--- src/rtl/pipe_pkg.sv ---
// Shared definitions for the pipeline stages: next-PC source encodings and the NOP word.
// Also holds the word-alignment helper used by the fetch stage.
package pipe_pkg;

    localparam logic [1:0] PCSRC_SEQ = 2'b00;
    localparam logic [1:0] PCSRC_BR  = 2'b01;
    localparam logic [1:0] PCSRC_JR  = 2'b10;
    localparam logic [1:0] PCSRC_J   = 2'b11;

    localparam logic [31:0] NOP_INST = 32'h0000_0000;

    function automatic logic [31:0] wordAlign(input logic [31:0] addr);
        return {addr[31:2], 2'b00};
    endfunction

endpackage

--- src/rtl/mux4x32.sv ---
// Four-way 32-bit multiplexer, used for next-PC selection.
// Select encodings follow the pcsource values from the ID stage.
module mux4x32
    import pipe_pkg::*;
(
    input  logic [31:0] a0,
    input  logic [31:0] a1,
    input  logic [31:0] a2,
    input  logic [31:0] a3,
    input  logic [1:0]  s,
    output logic [31:0] y
);

    always_comb begin
        y = a0;
        case (s)
            PCSRC_SEQ: y = a0;
            PCSRC_BR:  y = a1;
            PCSRC_JR:  y = a2;
            PCSRC_J:   y = a3;
            default:   y = a0;
        endcase
    end

endmodule

--- src/rtl/sat_counter.sv ---
// Saturating up-counter with synchronous active-high reset.
// Holds at all-ones instead of wrapping so long runs never read back as small values.
module sat_counter #(
    parameter int W = 32
) (
    input  logic         clock,
    input  logic         reset,
    input  logic         inc,
    output logic [W-1:0] count
);

    logic [W-1:0] r_count;

    always_ff @(posedge clock) begin
        if (reset) begin
            r_count <= '0;
        end else if (inc && (r_count != {W{1'b1}})) begin
            r_count <= r_count + W'(1);
        end
    end

    assign count = r_count;

endmodule

--- src/rtl/pipe_stage_if.sv ---
// Instruction-fetch stage: PC register, next-PC selection, IF/ID register,
// sticky misalignment flag and fetch/stall counters. Delayed-branch: nothing is flushed.
module pipe_stage_if
    import pipe_pkg::*;
#(
    parameter logic [31:0] RESET_PC = 32'h0000_0000,
    parameter int          CNT_W    = 32
) (
    input  logic             clock,
    input  logic             reset,
    input  logic             wpcir,
    input  logic [1:0]       pcsource,
    input  logic [31:0]      branch_target,
    input  logic [31:0]      jump_target,
    input  logic [31:0]      reg_target,
    output logic [31:0]      imem_addr,
    input  logic [31:0]      imem_rdata,
    output logic [31:0]      ID_pc_plus_4,
    output logic [31:0]      inst_stored,
    output logic [31:0]      IF_pc,
    output logic             misalign_err,
    output logic [CNT_W-1:0] cnt_fetch,
    output logic [CNT_W-1:0] cnt_stall
);

    logic [31:0] r_pc;
    logic [31:0] r_idPcPlus4;
    logic [31:0] r_inst;
    logic        r_misalignErr;

    logic [31:0] w_pcPlus4;
    logic [31:0] w_npc;
    logic        w_misalign;

    assign w_pcPlus4 = r_pc + 32'd4;

    mux4x32 uNpcMux (
        .a0 (w_pcPlus4),
        .a1 (branch_target),
        .a2 (reg_target),
        .a3 (jump_target),
        .s  (pcsource),
        .y  (w_npc)
    );

    // Sequential fetches are always aligned, so only redirects can raise the flag.
    assign w_misalign = wpcir && (pcsource != PCSRC_SEQ) && (w_npc[1:0] != 2'b00);

    always_ff @(posedge clock) begin
        if (reset) begin
            r_pc          <= RESET_PC;
            r_idPcPlus4   <= RESET_PC;
            r_inst        <= NOP_INST;
            r_misalignErr <= 1'b0;
        end else begin
            if (wpcir) begin
                r_pc        <= wordAlign(w_npc);
                r_idPcPlus4 <= w_pcPlus4;
                r_inst      <= imem_rdata;
            end
            if (w_misalign) begin
                r_misalignErr <= 1'b1;
            end
        end
    end

    sat_counter #(.W(CNT_W)) uFetchCnt (
        .clock (clock),
        .reset (reset),
        .inc   (wpcir),
        .count (cnt_fetch)
    );

    sat_counter #(.W(CNT_W)) uStallCnt (
        .clock (clock),
        .reset (reset),
        .inc   (~wpcir),
        .count (cnt_stall)
    );

    assign imem_addr    = r_pc;
    assign IF_pc        = r_pc;
    assign ID_pc_plus_4 = r_idPcPlus4;
    assign inst_stored  = r_inst;
    assign misalign_err = r_misalignErr;

endmodule

--- config.mk ---
export PLATFORM = sky130hd
export DESIGN_NAME = pipe_stage_if
export DESIGN_NICKNAME = d
export VERILOG_FILES = /design/src/rtl/pipe_pkg.sv /design/src/rtl/mux4x32.sv /design/src/rtl/sat_counter.sv /design/src/rtl/pipe_stage_if.sv
export SDC_FILE = /design/constraint.sdc
export NUM_CORES = 1
export LEC_CHECK = 0
export CORE_MARGIN = 2
export CORE_UTILIZATION = 36
export DETAILED_ROUTE_END_ITERATION = 12
export GPL_TIMING_DRIVEN = 0
export PLACE_DENSITY = 0.7
export REMOVE_ABC_BUFFERS = 1
export SYNTH_ARGS = -nofsm -noshare
export SYNTH_HDL_FRONTEND = slang
export SYNTH_SLANG_ARGS = --single-unit
--- constraint.sdc ---
create_clock -name clock -period 2 [get_ports clock]
set_input_delay 0.3 -clock clock [delete_from_list [all_inputs] [get_ports clock]]
set_output_delay 0.3 -clock clock [all_outputs]
set_load 0.01 [all_outputs]
==> flow_summary.json, run 1 <==
{
  "status": "finished, violations left",
  "violations": "setup timing",
  "yosysWarnings": 0,
  "nNetsFinal": 1448,
  "grt_setup_unrepaired": "true",
  "grt_usage_pct": 22.61,
  "synth.area.mux_share_pct": 9.878,
  "clk_pin_slew_ps": 80,
  "design.portCount": 326,
  "drtIter0Drc": 465,
  "ctsRootBufferMaster": "clkbuf_16",
  "drt-wirelength-per-cell_um": 18.59,
  "syn-instance-count": 988,
  "gp_congestion": 0.8412,
  "worst_slack_ps": -74.31,
  "die_h_um": 157.5,
  "core_um2": 23330,
  "cp-start-kind": "register",
  "met3_length_mm": 2.198,
  "route.detailed.drc": 0,
  "async_flop_share_pct": 0,
  "clk_latency_ps": 430,
  "fmax_mhz": 482.1,
  "grt_start_max_net_pins": 113,
  "area_growth_pct": 59.50,
  "p_per_area_nw_per_um2": 591.1,
  "hold_viol_final": 0,
  "end_kind": "register",
  "tightest_slew_ps": 858.0,
  "wl_met1_mm": 12.92,
  "yosysMostFrequentCell": "dfxtp_1",
  "slew_viol_final": 0,
  "top_layer_used": "met4",
  "required_ps": 2320,
  "endpoint": "uStallCnt.count[6]",
  "fin_worst_skew_ps": 12.63,
  "cts_buffers": 17,
  "ys.flop_type": "dfxtp_1",
  "crit_arrival_ps": 2390,
  "synth_seq_cells": 157,
  "post-route-min-period_ps": 2074,
  "p_total_mw": 8.002,
  "htree_levels": 4,
  "via_per_inst": 5.464,
  "ir_worst_vdd_mv": 0.4439,
  "synthTopCellsByArea": "dfxtp_1 (37%), nor2_1 (5.5%), mux2i_1 (4.8%)",
  "min_period_over_period_pct": 103.7,
  "dr_total_vias": 8983,
  "synthAdderAreaFrac_pct": 0.4423,
  "p_leak_nw": 4.835,
  "ys_top_cells_by_count": "dfxtp_1 (157), nor2_1 (124), nand2_1 (55), clkbuf_1 (46), a21oi_1 (45)",
  "drt-pass1-iter-count": 5,
  "io_buffers": 319,
  "cts_tree": "done",
  "synth_top_area_share_pct": 37.03,
  "grt_pass1_wl_mm": 44.59,
  "antenna_left": 0,
  "n_antenna_cell": 0,
  "rows": 56,
  "synth_area_um2": 8487,
  "rr_endpoint": "uStallCnt.count[6]",
  "die_w_um": 157.5,
  "ys_seq_area_share_pct": 37.03,
  "routed_wl_mm": 30.57,
  "regToRegStartpoint": "uStallCnt.count[26]",
  "synth_top_family_by_area": "simple AND/OR/NAND/NOR gates",
  "clk_path_buf_depth": 2,
  "dieArea_um2": 24820,
  "synth_edf_count": 0,
  "post-synth-top-area-cell": "dfxtp_1",
  "layout-drive-gt1-share_pct": 23.02,
  "place_hpwl_mm": 19.30,
  "synthXorXnorAreaFrac_pct": 4.850,
  "hp-class": "in2reg",
  "rrSetupSlack_ps": -70,
  "synth-compound-area-share_pct": 17.53,
  "finalSetupViolCount": 5,
  "worst-r2r-cell-count": 5,
  "grt_overflow": 0,
  "ctsHoldBuffers": 0,
  "drv_cap": 0,
  "synthSimpleGateAreaFrac_pct": 22.79,
  "initial_utilization_pct": 36.37,
  "yosysUniqueCellTypes": 68,
  "cts_num_sinks": 157,
  "synth_area_per_cell_um2": 8.590,
  "critPathLaunch": "uStallCnt.count[26]",
  "crit_type": "reg2reg",
  "max_slew_margin_pct": 42.80,
  "grt_pass1_vias": 8198,
  "antenna_found_initial": 0,
  "fin_tns_setup_ps": -230.8,
  "met2_length_mm": 14.99,
  "critPathMaxFanout": 5
}
## placed cells by master (no fill, tap or decap), types with 6 or more instances in the layout
cell type	n
a211oi_1	29
a21oi_1	40
a22o_1	11
a22oi_1	12
a31oi_1	9
and3_1	12
buf_4	67
buf_6	8
clkbuf_16	19
clkdlybuf4s50_1	315
conb_1	6
dfxtp_1	90
dfxtp_2	36
dfxtp_4	31
inv_1	16
inv_6	7
mux2_2	26
mux2i_1	41
nand2_1	51
nand3_1	22
nand3_2	6
nand4_1	32
nor2_1	122
nor3_1	12
nor4_1	7
nor4_2	8
nor4_4	9
o211ai_1	6
o21a_1	7
o21ai_0	31
o31ai_1	19
or3_1	15
or4_1	17
or4_4	8
xnor2_1	32
xor2_1	14
## cells by family (layout without fill, tap and decap cells)
family | Yosys count | count (layout)
AOI/OAI and AO/OA | 213 | 214
xor gates and xnor gates | 47 | 47
adders and majority gates | 3 | 3
buffers and inverters | 122 | 453
DFF | 157 | 157
muxes | 74 | 74
other | 1 | 6
and+or+nand+nor | 371 | 371
## power by group
part / internal [mW] / switching [mW] / total, mW
clock: 1.68 / 1.54 / 3.23
sequential: 3.23 / 0.158 / 3.39
combinational: 0.805 / 0.580 / 1.39
total: 5.72 / 2.28 / 8.00
## registers in the layout, summed over array words and instances (netlist names)
register,count
IF_pc,30
misalign_err,1
ID_pc_plus_4,30
uStallCnt.count,32
inst_stored,32
uFetchCnt.count,32
## metal layers
metal	vias to the layer above	track usage, %
met4	0	5.498
met1	4309	28.96
met3	42	5.507
met2	354	38.24
met5	-	0
li1	4278	-
## repair_timing
| item | CTS | global route |
|---|---|---|
| pin swaps | 26 | 26 |
| gates resized for setup | 106 | 95 |
| buffers inserted | 52 | 25 |
| endpoints found under the setup margin | 98 | 78 |
| cloned | 3 | 2 |
## worst max-delay path, cell delays in order, from the launching register on
cell     delay, ps
dfxtp_2        370
nand4_1        150
or3_4          420
or4_4          500
and4b_1        220
mux2_4         300
## through the flow
| stage | worst slack (ps) | hold WS, ps | utilization [%] | area [µm²] | cells |
|---|---|---|---|---|---|
| after floorplan | -429.1 | 369.1 | - | 7943 | 889 |
| after global placement | -7754 | 462.9 | 49.44 | 11530 | 1527 |
| after detailed placement | -1592 | 468.8 | 49.80 | 11620 | 1531 |
| after CTS | -33.41 | 213.1 | 55.65 | 12990 | 1618 |
| after global routing | -137.5 | 251.7 | 58.02 | 13540 | 1644 |
| final | -74.31 | 239.9 | 58.02 | 13540 | 1644 |
## layout make-up
class                   count  area [µm²]
inverters                  18       76.32
well taps                 319       399.1
fillers                  2045        9796
repair inverters            1       7.507
repair buffers            402        3983
multi-input cells         715        5202
flip-flops and latches    157        3304
clock inverters            14       125.1
clock buffers              18       439.2
## worst min-delay path by stage
stage	from	end	slack, ps	cells past startpoint
after CTS	reset	uFetchCnt.count[8]	210	2
after floorplan	reset	IF_pc[10]	370	1
after global routing	reset	uFetchCnt.count[10]	250	2
after global placement	misalign_err	misalign_err	460	2
after detailed placement	misalign_err	misalign_err	470	2
final	reset	uFetchCnt.count[8]	240	2
Note: power is estimated with default switching activity, not from simulation.
==> inputs of run 2 (changes only) <==
--- a/config.mk
+++ b/config.mk
@@ -8,9 +8,11 @@
 export CORE_MARGIN = 2
 export CORE_UTILIZATION = 36
 export DETAILED_ROUTE_END_ITERATION = 12
+export GPL_ROUTABILITY_DRIVEN = 0
 export GPL_TIMING_DRIVEN = 0
 export PLACE_DENSITY = 0.7
 export REMOVE_ABC_BUFFERS = 1
+export SLEW_MARGIN = 20
 export SYNTH_ARGS = -nofsm -noshare
 export SYNTH_HDL_FRONTEND = slang
 export SYNTH_SLANG_ARGS = --single-unit
==> run 2 against run 1 <==
Compared with the run above: the flow still finishes with violations (setup timing); via count fell by 1.7%; critical path depth did not move; clock skew down 2.9 ps; power is 1.5% higher; routed wire length down 3.8%; final cell count down 1.2%; design area fell by 1.7%; sequential power hardly changed; global-route usage down 0.40 points; combinational power about the same; non-clock buffer count decreased by 17; hold slack worse by 17 ps; highest routed layer unchanged.
==> flow_summary.json, run 2 (same netlist as run 1, synthesis figures left out) <==
{
  "status": "finished, violations left",
  "violations": "setup timing",
  "routed_wl_mm": 29.40,
  "p_per_area_nw_per_um2": 610.3,
  "ir_worst_vdd_mv": 0.5214,
  "worstPathCellList": "nand4_1 > or3_4 > or4_4 > and4b_1 > mux2_4",
  "grt_setup_unrepaired": "true",
  "max_slew_margin_pct": 46.66,
  "slew_viol_final": 0,
  "instances_no_fill": 1625,
  "drtIter0Drc": 443,
  "n_antenna_cell": 0,
  "layout-drive-gt1-share_pct": 21.29,
  "fmax_mhz": 487.3,
  "io_buffers": 319,
  "regToRegStartpoint": "uStallCnt.count[27]",
  "crit_arrival_ps": 2350,
  "grt_pass1_vias": 8229,
  "clk_path_buf_depth": 2,
  "drv_cap": 0,
  "clk_pin_slew_ps": 70,
  "fin_util_pct": 57.02,
  "final_cell_mix": "clkdlybuf4s50_1 (315), nor2_1 (122), dfxtp_1 (88)",
  "rows": 56,
  "dr_total_vias": 8831,
  "crit_type": "reg2reg",
  "dieArea_um2": 24820,
  "p_leak_nw": 4.669,
  "grt_pass1_wl_mm": 44.04,
  "p_comb_share_pct": 16.8,
  "ctsHoldBuffers": 0,
  "required_ps": 2300,
  "drt-wirelength-per-cell_um": 18.09,
  "fin_tns_setup_ps": -235.3,
  "via_per_inst": 5.434,
  "antenna_left": 0,
  "cts_buffers": 17,
  "end_kind": "register",
  "swShare_pct": 26.21,
  "route.detailed.drc": 0,
  "antenna_found_initial": 0,
  "internal-power_mw": 5.991,
  "dpl.cell_count": 1532,
  "hold_viol_final": 0,
  "post-route-min-period_ps": 2052,
  "die_h_um": 157.5,
  "min_path_cells": 2,
  "place_hpwl_mm": 19.42,
  "p_switching_mw": 2.129,
  "cts_num_sinks": 157,
  "critPathLaunch": "uStallCnt.count[27]",
  "design.portCount": 326,
  "clkPwrFrac_pct": 41.4,
  "worst-r2r-cell-count": 5,
  "grt_overflow": 0,
  "p_total_mw": 8.120,
  "holdCritStartpoint": "reset",
  "p_seq_share_pct": 41.8,
  "min_period_over_period_pct": 102.6,
  "ctsRootBufferMaster": "clkbuf_16",
  "fin_worst_skew_ps": 9.723,
  "layout_commonest_cell": "clkdlybuf4s50_1",
  "cts_tree": "done",
  "worst_slack_ps": -52.29,
  "critPathMaxFanout": 6,
  "core_um2": 23330,
  "whs_ps": 222.6,
  "clk_latency_ps": 420,
  "slowest_delay_ps": 460,
  "grt_usage_pct": 22.21,
  "initial_utilization_pct": 36.37,
  "hp-class": "in2reg",
  "area_growth_pct": 56.76,
  "die_w_um": 157.5,
  "crit_slowest_cell": "or3_4",
  "cp-start-kind": "register",
  "finalSetupViolCount": 12,
  "drt-pass1-iter-count": 5,
  "htree_levels": 4,
  "grt_start_max_net_pins": 113,
  "nNetsFinal": 1431,
  "tightest_slew_ps": 799.3
}
## run 2: changes by cell type in the layout (fill, tap and decap cells not counted), sizes merged, moves of 2 or more
cell,before,now
inv,27,20
clkinvlp,2,7
clkbuf,21,19
bufinv,0,3
clkinv,4,1
buf,83,69
## run 2: cell type report
cell class                 instances  area, µm²
fill                            2089      10030
timing repair buffer             385       3801
clock buffer                      18      429.2
tap                              319      399.1
multi-input combinational        715       5131
timing repair inverter             1      7.507
sequential                       157       3297
clock inverter                    12      162.7
inverter                          18      76.32
## run 2: power by group through the flow
| stage | Sequential, mW | Combinational, mW | Clock, mW |
|---|---|---|---|
| 2_1_floorplan | 3.53 | 0.375 | 0 |
| 3_3_place_gp | 3.48 | 1.31 | 0 |
| 3_5_place_dp | 3.48 | 1.29 | 0 |
| 4_1_cts | 3.42 | 1.34 | 3.45 |
| 5_1_grt | 3.42 | 1.46 | 3.59 |
| 6_report | 3.40 | 1.36 | 3.36 |
## run 2: per-layer routing
| metal | up-vias | global-route usage [%] | wire length, µm |
|---|---|---|---|
| met5 | - | 0 | 0 |
| met1 | 4243 | 28.95 | 12670 |
| met3 | 32 | 5.204 | 1995 |
| met4 | 0 | 5.931 | 408 |
| met2 | 313 | 36.85 | 14330 |
| li1 | 4243 | - | - |
## run 2: per-stage QoR
| step | setup slack [ps] | area (µm²) |
|---|---|---|
| after floorplan | -429.1 | 7943 |
| after global placement | -7754 | 11530 |
| after detailed placement | -1455 | 11650 |
| after CTS | -32.24 | 12820 |
| after global routing | -112.3 | 13300 |
| final | -52.29 | 13300 |
## run 2: final timing paths
kind	endpoint	slack, ps
min	uFetchCnt.count[10]	220
min reg2reg	ID_pc_plus_4[13]	480
max	uStallCnt.count[6]	-50
max reg2reg	uStallCnt.count[6]	-50
## run 2: critical path: cells and delay by family (launching register included)
kind | cells | cell delay [ps]
DFF | 1 | 380
and+or+nand+nor | 4 | 1260
muxes | 1 | 300
## run 2: what timing repair did
action,CTS,global route
pin swaps,22,34
setup endpoints to repair,93,72
resized for setup,91,92
setup buffers,36,25
cloned,2,1
==> inputs of run 3 (changes only) <==
--- a/config.mk
+++ b/config.mk
@@ -5,6 +5,7 @@
 export SDC_FILE = /design/constraint.sdc
 export NUM_CORES = 1
 export LEC_CHECK = 0
+export CAP_MARGIN = 25
 export CORE_MARGIN = 2
 export CORE_UTILIZATION = 36
 export DETAILED_ROUTE_END_ITERATION = 12
==> results of run 3 <==
Final layout, timing and power as in run 2 (identical DEF).
